<file path="src/rtl/fifo_uart_pkg.sv">
// Shared types and helpers for the FIFO-draining UART transmitter.
package fifo_uart_pkg;

  typedef enum logic [2:0] {
    IDLE,
    POP,
    LOAD,
    START,
    DATA,
    PARITY,
    STOP
  } state_e;

  localparam int DEF_DATA_WIDTH = 8;
  localparam int DEF_PARITY_EN  = 0;
  localparam int DEF_STOP_BITS  = 1;
  localparam int FRAME_BITS     = 1 + DEF_DATA_WIDTH + DEF_PARITY_EN + DEF_STOP_BITS;
  localparam int PARITY_MAX_W   = 64;

  function automatic int frame_bits(input int data_width, input int parity_en,
                                    input int stop_bits);
    return 1 + data_width + parity_en + stop_bits;
  endfunction

  // Callers zero-extend narrower words; extra zeros do not change the XOR.
  function automatic logic parity_bit(input logic [PARITY_MAX_W-1:0] data, input logic odd);
    return (^data) ^ odd;
  endfunction

endpackage

</file>
<file path="src/rtl/fifo_uart_tx_baud.sv">
// Bit-period counter: bit_tick marks the last cycle of every serial bit.
module uart_baud_counter #(
  parameter int CLKS_PER_BIT = 16
) (
  input  logic clk_read,
  input  logic rst_n,
  input  logic clear,
  output logic bit_tick
);

  localparam int CW = (CLKS_PER_BIT > 1) ? $clog2(CLKS_PER_BIT) : 1;
  localparam logic [CW-1:0] LAST = CW'(CLKS_PER_BIT - 1);

  logic [CW-1:0] cnt_q, cnt_d;

  always_comb begin
    if (clear || cnt_q == LAST) cnt_d = '0;
    else                        cnt_d = cnt_q + 1'b1;
  end

  // NOTE: sequential state uses non-blocking assignments so every flop samples pre-edge values.
  always_ff @(posedge clk_read or negedge rst_n) begin
    if (!rst_n) cnt_q <= '0;
    else        cnt_q <= cnt_d;
  end

  assign bit_tick = !clear && (cnt_q == LAST);

endmodule

</file>
<file path="src/rtl/fifo_uart_tx.sv">
// Pops words from the FIFO read port and shifts them out as async serial frames, LSB first.
module fifo_uart_tx
  import fifo_uart_pkg::*;
#(
  parameter int DATA_WIDTH   = 8,
  parameter int CLKS_PER_BIT = 16,
  parameter int PARITY_EN    = 0,
  parameter int PARITY_ODD   = 0,
  parameter int STOP_BITS    = 1
) (
  input  logic                  clk_read,
  input  logic                  rst_n,
  input  logic                  tx_en,
  input  logic                  fifo_empty,
  input  logic [DATA_WIDTH-1:0] fifo_data,
  output logic                  fifo_rd_en,
  output logic                  tx,
  output logic                  busy,
  output logic                  frame_done
);

  localparam int BW = $clog2(DATA_WIDTH + 1);
  localparam logic [BW-1:0] LAST_DATA = BW'(DATA_WIDTH - 1);
  localparam logic [BW-1:0] LAST_STOP = BW'(STOP_BITS - 1);
  localparam logic          ODD_BIT   = (PARITY_ODD != 0);

  state_e                state_q, state_d;
  logic [DATA_WIDTH-1:0] shreg_q, shreg_d;
  logic [BW-1:0]         bit_cnt_q, bit_cnt_d;
  logic                  parity_q, parity_d;
  logic                  tx_q, tx_d;
  logic                  rd_en_q, rd_en_d;
  logic                  busy_q, busy_d;
  logic                  done_q, done_d;
  logic                  baud_clear, bit_tick, can_start;

  assign can_start  = tx_en && !fifo_empty;
  // Holding the counter clear until START aligns every bit period to the start edge.
  assign baud_clear = (state_q == IDLE) || (state_q == POP) || (state_q == LOAD);

  uart_baud_counter #(.CLKS_PER_BIT(CLKS_PER_BIT)) u_baud (
    .clk_read (clk_read),
    .rst_n    (rst_n),
    .clear    (baud_clear),
    .bit_tick (bit_tick)
  );

  always_comb begin
    // NOTE: every variable gets a default first so no path leaves a latch behind.
    state_d   = state_q;
    shreg_d   = shreg_q;
    bit_cnt_d = bit_cnt_q;
    parity_d  = parity_q;
    done_d    = 1'b0;

    case (state_q)
      IDLE:  if (can_start) state_d = POP;
      POP:   state_d = LOAD;
      LOAD: begin
        bit_cnt_d = '0;
        if (!fifo_empty) begin
          shreg_d  = fifo_data;
          parity_d = parity_bit(PARITY_MAX_W'(fifo_data), ODD_BIT);
          state_d  = START;
        end else begin
          state_d = IDLE;
        end
      end
      START: if (bit_tick) state_d = DATA;
      DATA: if (bit_tick) begin
        if (bit_cnt_q == LAST_DATA) begin
          bit_cnt_d = '0;
          state_d   = (PARITY_EN != 0) ? PARITY : STOP;
        end else begin
          shreg_d   = shreg_q >> 1;
          bit_cnt_d = bit_cnt_q + 1'b1;
        end
      end
      PARITY: if (bit_tick) state_d = STOP;
      STOP: if (bit_tick) begin
        if (bit_cnt_q == LAST_STOP) begin
          bit_cnt_d = '0;
          done_d    = 1'b1;
          // Chaining straight into POP keeps the inter-frame gap at two cycles.
          state_d   = can_start ? POP : IDLE;
        end else begin
          bit_cnt_d = bit_cnt_q + 1'b1;
        end
      end
      default: begin
        state_d   = IDLE;
        bit_cnt_d = '0;
      end
    endcase

    rd_en_d = (state_d == POP);
    busy_d  = (state_d != IDLE);
    case (state_d)
      START:   tx_d = 1'b0;
      DATA:    tx_d = shreg_d[0];
      PARITY:  tx_d = parity_q;
      default: tx_d = 1'b1;
    endcase
  end

  always_ff @(posedge clk_read or negedge rst_n) begin
    if (!rst_n) begin
      state_q   <= IDLE;
      shreg_q   <= '0;
      bit_cnt_q <= '0;
      parity_q  <= 1'b0;
      tx_q      <= 1'b1;
      rd_en_q   <= 1'b0;
      busy_q    <= 1'b0;
      done_q    <= 1'b0;
    end else begin
      state_q   <= state_d;
      shreg_q   <= shreg_d;
      bit_cnt_q <= bit_cnt_d;
      parity_q  <= parity_d;
      tx_q      <= tx_d;
      rd_en_q   <= rd_en_d;
      busy_q    <= busy_d;
      done_q    <= done_d;
    end
  end

  assign fifo_rd_en = rd_en_q;
  assign tx         = tx_q;
  assign busy       = busy_q;
  assign frame_done = done_q;

endmodule

</file>
<file path="config.mk">
export PLATFORM = sky130hd
export DESIGN_NAME = fifo_uart_tx
export DESIGN_NICKNAME = d
export VERILOG_FILES = /design/src/rtl/fifo_uart_pkg.sv /design/src/rtl/fifo_uart_tx_baud.sv /design/src/rtl/fifo_uart_tx.sv
export SDC_FILE = /design/constraint.sdc
export NUM_CORES = 1
export LEC_CHECK = 0
export ABC_CLOCK_PERIOD_IN_PS = 1700
export BUFFER_PORTS_ARGS = -buffer_cell sky130_fd_sc_hd__buf_2
export CAP_MARGIN = 40
export CORE_UTILIZATION = 51
export DETAILED_ROUTE_END_ITERATION = 7
export PLACE_DENSITY = 0.77
export SYNTH_ARGS = -nofsm -noshare
export SYNTH_HDL_FRONTEND = slang
export SYNTH_SLANG_ARGS = --single-unit
</file>
<file path="constraint.sdc">
create_clock -name clk_read -period 1.7 [get_ports clk_read]
set_clock_uncertainty 0.05 [all_clocks]
set_input_delay 0.085 -clock clk_read [delete_from_list [all_inputs] [get_ports clk_read]]
set_output_delay 0.085 -clock clk_read [all_outputs]
set_load 0.005 [all_outputs]
</file>
==> qor.log <==
qor: run_status.run_status complete, but fails checks
qor: run_status.failing_checks setup timing
qor: worst_setup_path.worst-setup-path-type reg2reg
qor: synthesis.ys_ff_latch 24
qor: timing.worst_pin_slew 537 ps
qor: clocking.clk-insertion-delay-late 330 ps
qor: synthesis.synth-edff-count 0
qor: global_route.initial_antenna_violation_count 0
qor: flow_run.cap_viol_max_count 0
qor: clocking.max-clock-path-buffers 2
qor: power_and_ir_drop.power.static_leakage 0.000858 uW
qor: floorplan.core_area 0.00245 sq mm
qor: route.post_drt_via_cell_ratio 6.00
qor: hold_path.min_from fifo_empty
qor: placed_design.dp_cells 190
qor: route.totalWireLength 3830 um
qor: clocking.h-tree-depth 1
qor: synthesis.post-synth-top-area-fraction 43.4%
qor: timing.clock.fmax 518 MHz
qor: synthesis.synth_most_common_cell dfrtp_1
qor: final_layout.fillCellCount 157
qor: synthesis.synth-adder-area-share 2.83%
qor: worst_setup_path.regToRegSetupSlack -230 ps
qor: floorplan.die_width 53.0 um
qor: synthesis.synth_commonest_cells dfrtp_1, inv_1, nor2_1, nand2_1, xnor2_1
qor: final_layout.final-seq-area 602 sq um
qor: timing.finalSetupViolations 12
qor: worst_setup_path.cp_max_fo 5
qor: hold_path.worst_hold_path.endpoint fifo_rd_en
qor: clocking.cts.clk_slew.worst_paths 140 ps
qor: route.route.detailed.wl_per_inst 18.1 um
qor: synthesis.yosys.area.top_type dfrtp_1
qor: global_route.grt_max_degree 25
qor: power_and_ir_drop.pwr_density_cell 1120 mW/mm^2
qor: clocking.root_buffer clkbuf_4
qor: synthesis.ys_seq_area_share 45.4%
qor: synthesis.muxShareOfSynthArea 0%
qor: synthesis.synth_flop_cell dfrtp_1
qor: synthesis.synth_cell_type_count 44
qor: route.route.detailed.drc 0
qor: final_layout.area.growth.synth_to_final 40.9%
qor: final_layout.non_filler_instances 211
qor: clocking.clock_tree_sinks 24
qor: final_layout.multi_input_combinational_cell_area 744 sq um
qor: floorplan.floorplan.die.height 53.0 um
qor: power_and_ir_drop.power.ir.vdd_worst 0.974 mV
qor: synthesis.synthesis.area_per_instance 10.0 sq um
qor: clocking.numCtsBuffers 3
qor: global_route.grt-ovfl-total 0
qor: route.drt.antenna.violating_nets 0
qor: timing.hold-worst-slack 68.1 ps
qor: hold_path.worst_hold_path_type in2reg
qor: synthesis.synth_fp_nets 147
qor: timing.period_share 114%
qor: synthesis.synth_simple_gate_area_share 21.8%
qor: route.vias 1267
qor: route.detailedRoute.firstIterationViolations 78
qor: timing.finalHoldViolCount 0
qor: clocking.cts_tree yes
qor: worst_setup_path.arrival_time_of_the_worst_setup_path 2090 ps
qor: final_layout.finish.net_count 197
qor: global_route.global_route_wire_length_before_repair 5460 um
qor: placed_design.dpl.hpwl 2060 um
qor: synthesis.postSynth.asyncResetShare 100%
qor: worst_setup_path.crit_required 1860 ps
qor: timing.tns -1090 ps
qor: worst_setup_path.worst_setup_path_start_kind register
qor: worst_setup_path.reg2reg_from u_baud.cnt_q[0]
qor: final_layout.layout_cells_sized_above_1 35.9%
qor: placed_design.gp_routability_congestion 0.832
qor: timing.slew_violations 0
qor: timing.rsz0062_at_grt yes
qor: synthesis.syn-instance-count 132
qor: timing.relSlewSlack 64.2%
qor: synthesis.synth_top_family_by_area simple AND/OR/NAND/NOR gates
qor: worst_setup_path.crit-reg2reg-capture busy
qor: placed_design.portBuffers 15
qor: worst_setup_path.cp-end-kind register
qor: worst_setup_path.worstRegToRegCells 7
qor: hold_path.min_path_cells 3
qor: timing.min_period 1930 ps
qor: synthesis.ys_warn_count 0
qor: synthesis.synth_xor_xnor_area_share 5.95%
qor: floorplan.design.portCount 16
qor: floorplan.dieArea 0.00281 sq mm
qor: synthesis.synth_top_cells_by_area dfrtp_1, xnor2_1, a222oi_1
qor: route.first_pass_iters 5
qor: floorplan.start_util 54.0%
qor: global_route.grt_pass1_vias 1169
qor: synthesis.area_of_the_mapped_netlist 0.00133 sq mm
qor: final_layout.antenna-diode-count 0
qor: synthesis.synth_compound_gate_area_share 17.3%
qor: floorplan.std_cell_rows 18
qor: timing.setup_slack -231 ps
qor: global_route.grt_util_all_layers 27.8%
sequential cells by signal, summed over array words and instances (netlist names):
name          cells
shreg_q           8
bit_cnt_q         4
u_baud.cnt_q      4
state_q           3
busy              1
fifo_rd_en        1
frame_done        1
parity_q          1
tx                1
placed cells by master, fill, tap and decap left out, drive strengths merged, types with 2 or more instances in the layout:
cell         count
o21ai            5
nand2            8
clkbuf           4
dlygate4sd3      9
a211o            3
a222oi           6
nand3            7
buf             41
a21oi            2
xnor2            8
nor3             5
nand2b           4
inv             15
or2              2
ha               3
a31oi            3
dfrtp           23
nor4b            2
nor2            12
cell type report:
class / instances / share of cell area (%)
flip-flops and latches: 24 / 32.2
multi-input cells: 88 / 39.9
well taps: 30 / 2.01
repair buffers: 50 / 21.4
clock buffers: 4 / 1.41
inverters: 15 / 3.02
worst max-delay path, cell delays in order, from the launching register on:
cell	delay, ps
dfrtp_1	420
ha_4	170
nand3_4	100
buf_6	150
a31oi_1	180
o21ai_1	130
or2_1	260
or3_1	340
worst max-delay path by stage:
stage	start	to	slack, ps	cells after the start
after floorplan	u_baud.cnt_q[0]	tx	-30	7
after global placement	u_baud.cnt_q[1]	tx	-80	7
after detailed placement	u_baud.cnt_q[1]	busy	-120	6
after CTS	u_baud.cnt_q[0]	tx	-160	7
after global routing	u_baud.cnt_q[0]	busy	-340	7
final	u_baud.cnt_q[0]	busy	-230	7
metrics by stage:
stage | cell area [sq um] | setup slack (ps) | utilization (%) | total power [uW]
CTS | 1780 | -156 | 72.5 | 1940
detailed placement | 1560 | -121 | 63.4 | 1620
global placement | 1560 | -75.3 | 63.4 | 1590
finish | 1870 | -231 | 76.0 | 2100
global route | 1870 | -336 | 76.0 | 2200
floorplan | 1330 | -33.7 | - | 1330
logic make-up (layout without fill, tap and decap cells):
group,count (synthesis),count (layout)
AO/OA/AOI/OAI,27,27
flip-flops,24,24
buffers and inverters,20,69
adder cells (fa/ha/maj),3,3
AND/OR/NAND/NOR,49,49
XOR/XNOR,9,9
per-layer routing:
layer	up-vias	GRT usage [%]	wire length [um]
met5	-	0	0
met4	0	10.5	74
met3	8	3.45	216
met2	67	49.6	2020
met1	624	33.8	1520
li1	568	-	-
timing repair:
| action | CTS | global route |
|---|---|---|
| cloned | 0 | 0 |
| resized for setup | 14 | 8 |
| hold endpoints to repair | 31 | 0 |
| pin swaps | 11 | 1 |
| setup endpoints to repair | 10 | 14 |
| hold buffers | 9 | 0 |
| buffers inserted | 3 | 5 |
power by group:
group / switching, uW / total [uW] / internal, uW / leakage, uW
Clock: 183 / 275 / 92.1 / 0.0000150
Sequential: 97.0 / 833 / 736 / 0.000309
Combinational: 509 / 988 / 480 / 0.000533
Total: 788 / 2100 / 1310 / 0.000858
Power figures use the tool's default switching activity.
